File: src/rtl/i4001_pkg.sv
// Shared MCS-4 bus definitions for the 4001 ROM/IO bank: bus phases,
// I/O opcodes, and the chip-number range check used by fetch and SRC.
package i4001_pkg;

  typedef enum logic [2:0] {
    PH_A1 = 3'd0,
    PH_A2 = 3'd1,
    PH_A3 = 3'd2,
    PH_M1 = 3'd3,
    PH_M2 = 3'd4,
    PH_X1 = 3'd5,
    PH_X2 = 3'd6,
    PH_X3 = 3'd7
  } phase_e;

  localparam logic [3:0] OPA_WRR = 4'b0010;
  localparam logic [3:0] OPA_RDR = 4'b1010;

  function automatic logic chip_in_range(input logic [3:0] chip,
                                         input logic [3:0] base,
                                         input int         count);
    return (int'(chip) >= int'(base)) && (int'(chip) < int'(base) + count);
  endfunction

endpackage

File: src/rtl/i4001_phase_tracker.sv
// Follows the eight MCS-4 bus phases from clk2 falling edges seen in the
// sysclk domain; parks in X3 until a SYNC-qualified X3 restarts the cycle.
module i4001_phase_tracker
  import i4001_pkg::*;
(
  input  logic   sysclk,
  input  logic   poc_n,
  input  logic   i_clk2,
  input  logic   i_sync,
  output phase_e o_phase,
  output logic   o_evt
);

  phase_e r_phase;
  phase_e w_phase_nxt;
  logic   r_clk2;
  logic   r_sync;
  logic   r_sync_seen;
  logic   w_sync_seen_nxt;

  assign o_evt   = r_clk2 & ~i_clk2;
  assign o_phase = r_phase;

  // NOTE: sequential state uses non-blocking assignments so every flop
  // samples pre-edge values regardless of block ordering.
  always_ff @(posedge sysclk or negedge poc_n) begin
    if (!poc_n) begin
      r_clk2      <= 1'b0;
      r_sync      <= 1'b0;
      r_sync_seen <= 1'b0;
      r_phase     <= PH_X3;
    end else begin
      r_clk2      <= i_clk2;
      r_sync      <= i_sync;
      r_sync_seen <= w_sync_seen_nxt;
      r_phase     <= w_phase_nxt;
    end
  end

  // NOTE: every variable gets a default first so no latch is inferred.
  always_comb begin
    w_phase_nxt     = r_phase;
    w_sync_seen_nxt = (r_phase == PH_X3) & (r_sync_seen | r_sync);
    if (o_evt) begin
      w_sync_seen_nxt = 1'b0;
      case (r_phase)
        PH_X3:   if (r_sync_seen | r_sync) w_phase_nxt = PH_A1;
        default: w_phase_nxt = phase_e'(r_phase + 3'd1);
      endcase
    end
  end

endmodule

File: src/rtl/i4001_bank.sv
// Emulates NUM_CHIPS consecutive 4001 ROM/IO chips on the MCS-4 bus.
// Define I4001_BANK_INPUT_SYNC_EN to double-register io_in before use.
module i4001_bank
  import i4001_pkg::*;
#(
  parameter logic [3:0]             BASE_ROM  = 4'd0,
  parameter int                     NUM_CHIPS = 2,
  parameter logic [4*NUM_CHIPS-1:0] IO_OUTPUT = '0,
  parameter logic [4*NUM_CHIPS-1:0] IO_INVERT = '0
) (
  input  logic                   sysclk,
  input  logic                   poc_n,
  input  logic                   clk1,
  input  logic                   clk2,
  input  logic                   sync,
  input  logic                   cmrom,
  input  logic [3:0]             data_in,
  output logic [3:0]             data_out,
  output logic                   data_oe,
  input  logic [4*NUM_CHIPS-1:0] io_in,
  output logic [4*NUM_CHIPS-1:0] io_out,
  input  logic                   clear,
  output logic [11:0]            rom_addr,
  output logic                   rom_en,
  input  logic [7:0]             rom_data
);

  localparam int W = 4 * NUM_CHIPS;

  generate
    if (int'(BASE_ROM) + NUM_CHIPS > 16 || NUM_CHIPS < 1) begin : g_bad_cfg
      $error("i4001_bank: chip range must be non-empty and fit in 0..15");
    end
  endgenerate

  phase_e      w_phase;
  logic        w_evt;
  logic        w_hit;
  logic        r_cmrom;
  logic [3:0]  r_data_in;
  logic [7:0]  r_fetch_addr;
  logic        r_chipsel;
  logic [11:0] r_rom_addr;
  logic        r_rom_en;
  logic        r_rom_en_d;
  logic [7:0]  r_hold;
  logic        r_src_valid;
  logic [3:0]  r_src_idx;
  logic        r_wrr_pend;
  logic        r_rdr_pend;
  logic [W-1:0] r_latch;
  logic [W-1:0] w_io;
  logic [W-1:0] w_rd_bits;
  logic [3:0]   w_rd_nib;
  logic         w_unused;

  // clk1 carries no information the clk2-based phase tracking needs.
  assign w_unused = &{1'b0, clk1};

  i4001_phase_tracker u_phase (
    .sysclk  (sysclk),
    .poc_n   (poc_n),
    .i_clk2  (clk2),
    .i_sync  (sync),
    .o_phase (w_phase),
    .o_evt   (w_evt)
  );

  assign w_hit = chip_in_range(r_data_in, BASE_ROM, NUM_CHIPS);

  always_ff @(posedge sysclk or negedge poc_n) begin
    if (!poc_n) begin
      r_cmrom      <= 1'b0;
      r_data_in    <= '0;
      r_fetch_addr <= '0;
      r_chipsel    <= 1'b0;
      r_rom_addr   <= '0;
      r_rom_en     <= 1'b0;
      r_rom_en_d   <= 1'b0;
      r_hold       <= '0;
      r_src_valid  <= 1'b0;
      r_src_idx    <= '0;
      r_wrr_pend   <= 1'b0;
      r_rdr_pend   <= 1'b0;
    end else begin
      r_cmrom    <= cmrom;
      r_data_in  <= data_in;
      r_rom_en   <= 1'b0;
      r_rom_en_d <= r_rom_en;
      // Block RAM answers one sysclk after the enable pulse.
      if (r_rom_en_d) r_hold <= rom_data;
      if (w_evt) begin
        case (w_phase)
          PH_A1: begin
            r_fetch_addr[3:0] <= r_data_in;
            r_wrr_pend        <= 1'b0;
            r_rdr_pend        <= 1'b0;
          end
          PH_A2: r_fetch_addr[7:4] <= r_data_in;
          PH_A3: begin
            r_chipsel <= r_cmrom & w_hit;
            if (r_cmrom && w_hit) begin
              r_rom_addr <= {r_data_in, r_fetch_addr};
              r_rom_en   <= 1'b1;
            end
          end
          PH_M2: begin
            if (r_cmrom && r_src_valid) begin
              r_wrr_pend <= (r_data_in == OPA_WRR);
              r_rdr_pend <= (r_data_in == OPA_RDR);
            end
          end
          PH_X2: begin
            if (r_cmrom) begin
              r_src_valid <= w_hit;
              r_src_idx   <= r_data_in - BASE_ROM;
            end
          end
          default: ;
        endcase
      end
    end
  end

  // NOTE: the output latches drive pins, so unlike a plain storage array
  // they must come out of reset in a known state.
  always_ff @(posedge sysclk or negedge poc_n) begin
    if (!poc_n) begin
      r_latch <= '0;
    end else if (clear) begin
      r_latch <= '0;
    end else if (w_evt && w_phase == PH_X2 && r_wrr_pend) begin
      for (int c = 0; c < NUM_CHIPS; c++) begin
        if (r_src_idx == 4'(c)) r_latch[4*c +: 4] <= r_data_in;
      end
    end
  end

`ifdef I4001_BANK_INPUT_SYNC_EN
  logic [W-1:0] r_io_meta;
  logic [W-1:0] r_io_sync;

  always_ff @(posedge sysclk or negedge poc_n) begin
    if (!poc_n) begin
      r_io_meta <= '0;
      r_io_sync <= '0;
    end else begin
      r_io_meta <= io_in;
      r_io_sync <= r_io_meta;
    end
  end

  assign w_io = r_io_sync;
`else
  assign w_io = io_in;
`endif

  // Output pins read back their latch; input pins read the (inverted) pad.
  assign w_rd_bits = (IO_OUTPUT & r_latch) | (~IO_OUTPUT & (w_io ^ IO_INVERT));
  assign io_out    = (r_latch ^ IO_INVERT) & IO_OUTPUT;

  always_comb begin
    w_rd_nib = '0;
    for (int c = 0; c < NUM_CHIPS; c++) begin
      if (r_src_idx == 4'(c)) w_rd_nib = w_rd_bits[4*c +: 4];
    end
  end

  always_comb begin
    data_oe  = 1'b0;
    data_out = '0;
    case (w_phase)
      PH_M1: if (r_chipsel) begin
        data_oe  = 1'b1;
        data_out = r_hold[7:4];
      end
      PH_M2: if (r_chipsel) begin
        data_oe  = 1'b1;
        data_out = r_hold[3:0];
      end
      PH_X2: if (r_rdr_pend) begin
        data_oe  = 1'b1;
        data_out = w_rd_nib;
      end
      default: ;
    endcase
  end

  assign rom_addr = r_rom_addr;
  assign rom_en   = r_rom_en;

endmodule

File: config.mk
export PLATFORM = sky130hd
export DESIGN_NAME = i4001_bank
export DESIGN_NICKNAME = d
export VERILOG_FILES = /design/src/rtl/i4001_pkg.sv /design/src/rtl/i4001_phase_tracker.sv /design/src/rtl/i4001_bank.sv
export SDC_FILE = /design/constraint.sdc
export NUM_CORES = 1
export LEC_CHECK = 0
export ABC_AREA = 1
export CAP_MARGIN = 15
export CORE_MARGIN = 4
export CORE_UTILIZATION = 40
export CTS_BUF_LIST = sky130_fd_sc_hd__clkbuf_16
export DETAILED_ROUTE_END_ITERATION = 10
export PLACE_DENSITY_LB_ADDON = 0.12
export RECOVER_POWER = 25
export SYNTH_ARGS = -nofsm -noshare
export SYNTH_HDL_FRONTEND = slang
export SYNTH_SLANG_ARGS = --single-unit
File: constraint.sdc
create_clock -name sysclk -period 4 [get_ports sysclk]
set_clock_uncertainty 0.1 [all_clocks]
set_input_delay 0.8 -clock sysclk [delete_from_list [all_inputs] [get_ports sysclk]]
set_output_delay 0.8 -clock sysclk [all_outputs]
set_load 0.01 [all_outputs]
==> impl_results.md <==
- # IOs: 53
- Max IR drop VDD: roughly 270 µV
- Tmin final: 3.016 ns
- Worst-skew pair later-pin latency: 0.28 ns
- Flop pwr share: 44.0%
- Internal Power: 1.105 mW
- CP startpoint kind: flip-flop
- Slew HR: 17.71%
- First-pass detailed-route iteration total: 4
- Slowest CP cell: dfstp_2
- Post-synthesis cell type count: 19
- Worst Min Path Start: rom_en
- CTS Sinks: 48
- Drt total wl: a little over 4 mm
- Fmax: around 330 MHz
- Detailed Place HPWL: 2.992 mm
- WL/cell: 11.94 µm
- Seq/Total Area, Yosys: 57.60%
- Worst r2r path cells: 6
- H-tree level count: 2
- Final ANT Viol Nets: 0
- CP required: 3.10 ns
- Remaining DRCs: 0
- NetSw: ~0.42 mW
- Seq cells post-synth: 48
- Iteration-0 DRC count of the detailed router: between 100 and 150
- Design Area, Final: 2749 µm²
- Antenna violations before repair: 0
- Port bufs: 42
- YS warnings: 0
- Placer Congestion: 0.7482
- Hold Path Sink: r_rom_en_d
- CTS root buf: clkbuf_16
- Cts hold-fix bufs: 0
- Row cnt: 26
- Initial Util: about two fifths
- Max incr delay on CP: 0.55 ns
- First-pass GRT wire length: 6.851 mm
- Slew @ Worst Pin: 1.234 ns
- Ant diodes: 0
- Reg2reg end: rom_addr[11]
- Slew Limit Fails: 0
- Worst path top cell family by delay: buffers and inverters
- Nets@finish: slightly above 300
- Crit path DAT: 2.12 ns
- Vias/cell: 4.529
- Post-CTS Setup Bufs: 0
- Mapped Area: 2092 µm²
- Worst-path clk slew: about 0.060 ns
- DP Area: 2545 µm²
- Worst Hold Depth: 0
- Die Ht: 80.32 µm
- R2r setup slk: 2.31 ns
- Reg2reg start: u_phase.o_phase[1]
- Gate power share: 21.5%
- CP Class: reg -> out
- RSZ-0062 raised after global routing: no
- Gate Count Post-Synth: 227
- Area grow syn2layout: 31.40%
- Cell Chain, Critical Path: inv_1 -> ha_1 -> nand2_1 -> inv_1 -> o21ai_0 -> o21ai_0 -> clkdlybuf4s50_1
- CTS Buffer Depth: 2
- Hold Fails Final Rpt: 0
- Mean area per synthesized cell: 9.216 µm²
- Die X: ~80 µm
- Most common cell after layout, fill and taps aside: nand2_1
- Hold WC Path Type: reg -> reg
- Vias: about 1600
- Critical path fanouts, max: 6
- Pwr/cell area: 553.0 nW/µm²
- Total of max-cap violations: 0
- Final core utilization: between 50% and 60%
- Fraction of layout cells with a size suffix above 1: approximately 8.4%
- Cells after DPL: 336
- CTS tree: built
- Grt ovf: 0
- Vias in the first global route: 1497
- Largest net degree at the start of global routing: 49
- Core area: 5075 µm²
- Final non-filler cell total: roughly 340
- Final period utilization: between 70% and 80%
- Fin Setup TNS: 0 ns
- Static Leak: 1.370 nW
- Tot Pwr: 1.520 mW
- CTS resizes: 0
- Num CTS Buffers: 5
- CP bufs+invs: 3
- Status: finished clean
- Most frequent cells in the layout: nand2_1, dfrtp_1, clkdlybuf4s50_1
- Switching share of power: approximately 27%
- Die area: 6451 µm²
- Finish-stage setup viols: 0
- GRT Total Usage: 13.98%
- CP Capture Type: output port
- Clock share of power: 34.5%
## cells by family after synthesis
| group | after synthesis | share of synthesized area, % |
|---|---|---|
| AOI/OAI and AO/OA | 28 | 6.698 |
| adders and majority gates | 6 | 3.588 |
| buffers and inverters | 34 | 7.955 |
| DFF | 48 | 57.60 |
| muxes | 4 | 2.153 |
| other | 1 | 0.1793 |
| and+or+nand+nor | 106 | 21.83 |
## flip-flops by register name, indices dropped and copies added, names as in the netlist, 3 cells and up
| name | count |
|---|---|
| r_hold | 8 |
| r_fetch_addr | 8 |
| r_src_idx | 4 |
| r_data_in | 4 |
| rom_addr | 12 |
| u_phase.o_phase | 3 |
## layout make-up
class | count | area [µm²]
fill | 481 | 2326
sequential | 48 | 1205
multi-input combinational | 152 | 747.0
timing repair buffer | 43 | 434.2
clock buffer | 5 | 125.1
inverter | 24 | 90.09
tap | 70 | 87.58
clock inverter | 2 | 60.06
## cells in the mapped netlist
cell | count | area [µm²]
inv_2 | 3 | 11.26
buf_6 | 1 | 11.26
buf_2 | 1 | 5.000
ha_1 | 6 | 75.07
nand2_1 | 68 | 255.2
nor3_1 | 2 | 10.01
mux2_2 | 4 | 45.04
inv_1 | 21 | 78.83
dfstp_2 | 3 | 78.83
nor2_4 | 2 | 22.52
conb_1 | 1 | 3.750
nand3b_2 | 1 | 11.26
buf_4 | 8 | 60.06
nand3_1 | 23 | 115.1
dfrtp_1 | 45 | 1126
nand2_2 | 2 | 12.51
o21ai_0 | 27 | 135.1
a21oi_1 | 1 | 5.000
nor2_1 | 8 | 30.03
## layer usage
layer / vias to the layer above / track usage, % / wire, µm
li1: 796 / - / -
met1: 723 / 17.21 / 1859
met2: 32 / 23.01 / 1928
met3: 7 / 4.372 / 250
met4: 0 / 5.068 / 71
met5: - / 0 / 0
## worst max-delay path by stage
stage	start	endpoint	slack (ns)	cells after the start
2_1_floorplan	u_phase.o_phase[0]	data_oe	1.87	6
3_3_place_gp	io_in[2]	data_out[2]	0.99	6
3_5_place_dp	io_in[0]	data_out[0]	0.97	6
4_1_cts	u_phase.o_phase[0]	data_oe	0.95	7
5_1_grt	u_phase.o_phase[0]	data_oe	0.81	7
6_report	u_phase.o_phase[0]	data_oe	0.98	7
## power by group through the flow
stage | clock (mW) | sequential, mW | combinational, mW
4_1_cts | 0.534 | 0.670 | 0.331
5_1_grt | 0.555 | 0.682 | 0.373
2_1_floorplan | 0 | 0.672 | 0.205
3_5_place_dp | 0 | 0.678 | 0.330
3_3_place_gp | 0 | 0.674 | 0.321
6_report | 0.524 | 0.669 | 0.327
## stage by stage
| stage | setup WS [ns] | hold WS [ns] |
|---|---|---|
| CTS | 0.9523 | 0.2931 |
| global placement | 0.9937 | 0.2680 |
| detailed placement | 0.9720 | 0.2791 |
| floorplan | 1.872 | 0.3160 |
| global route | 0.8108 | 0.3053 |
| finish | 0.9837 | 0.2876 |
Note: power is estimated with default switching activity, not from simulation.
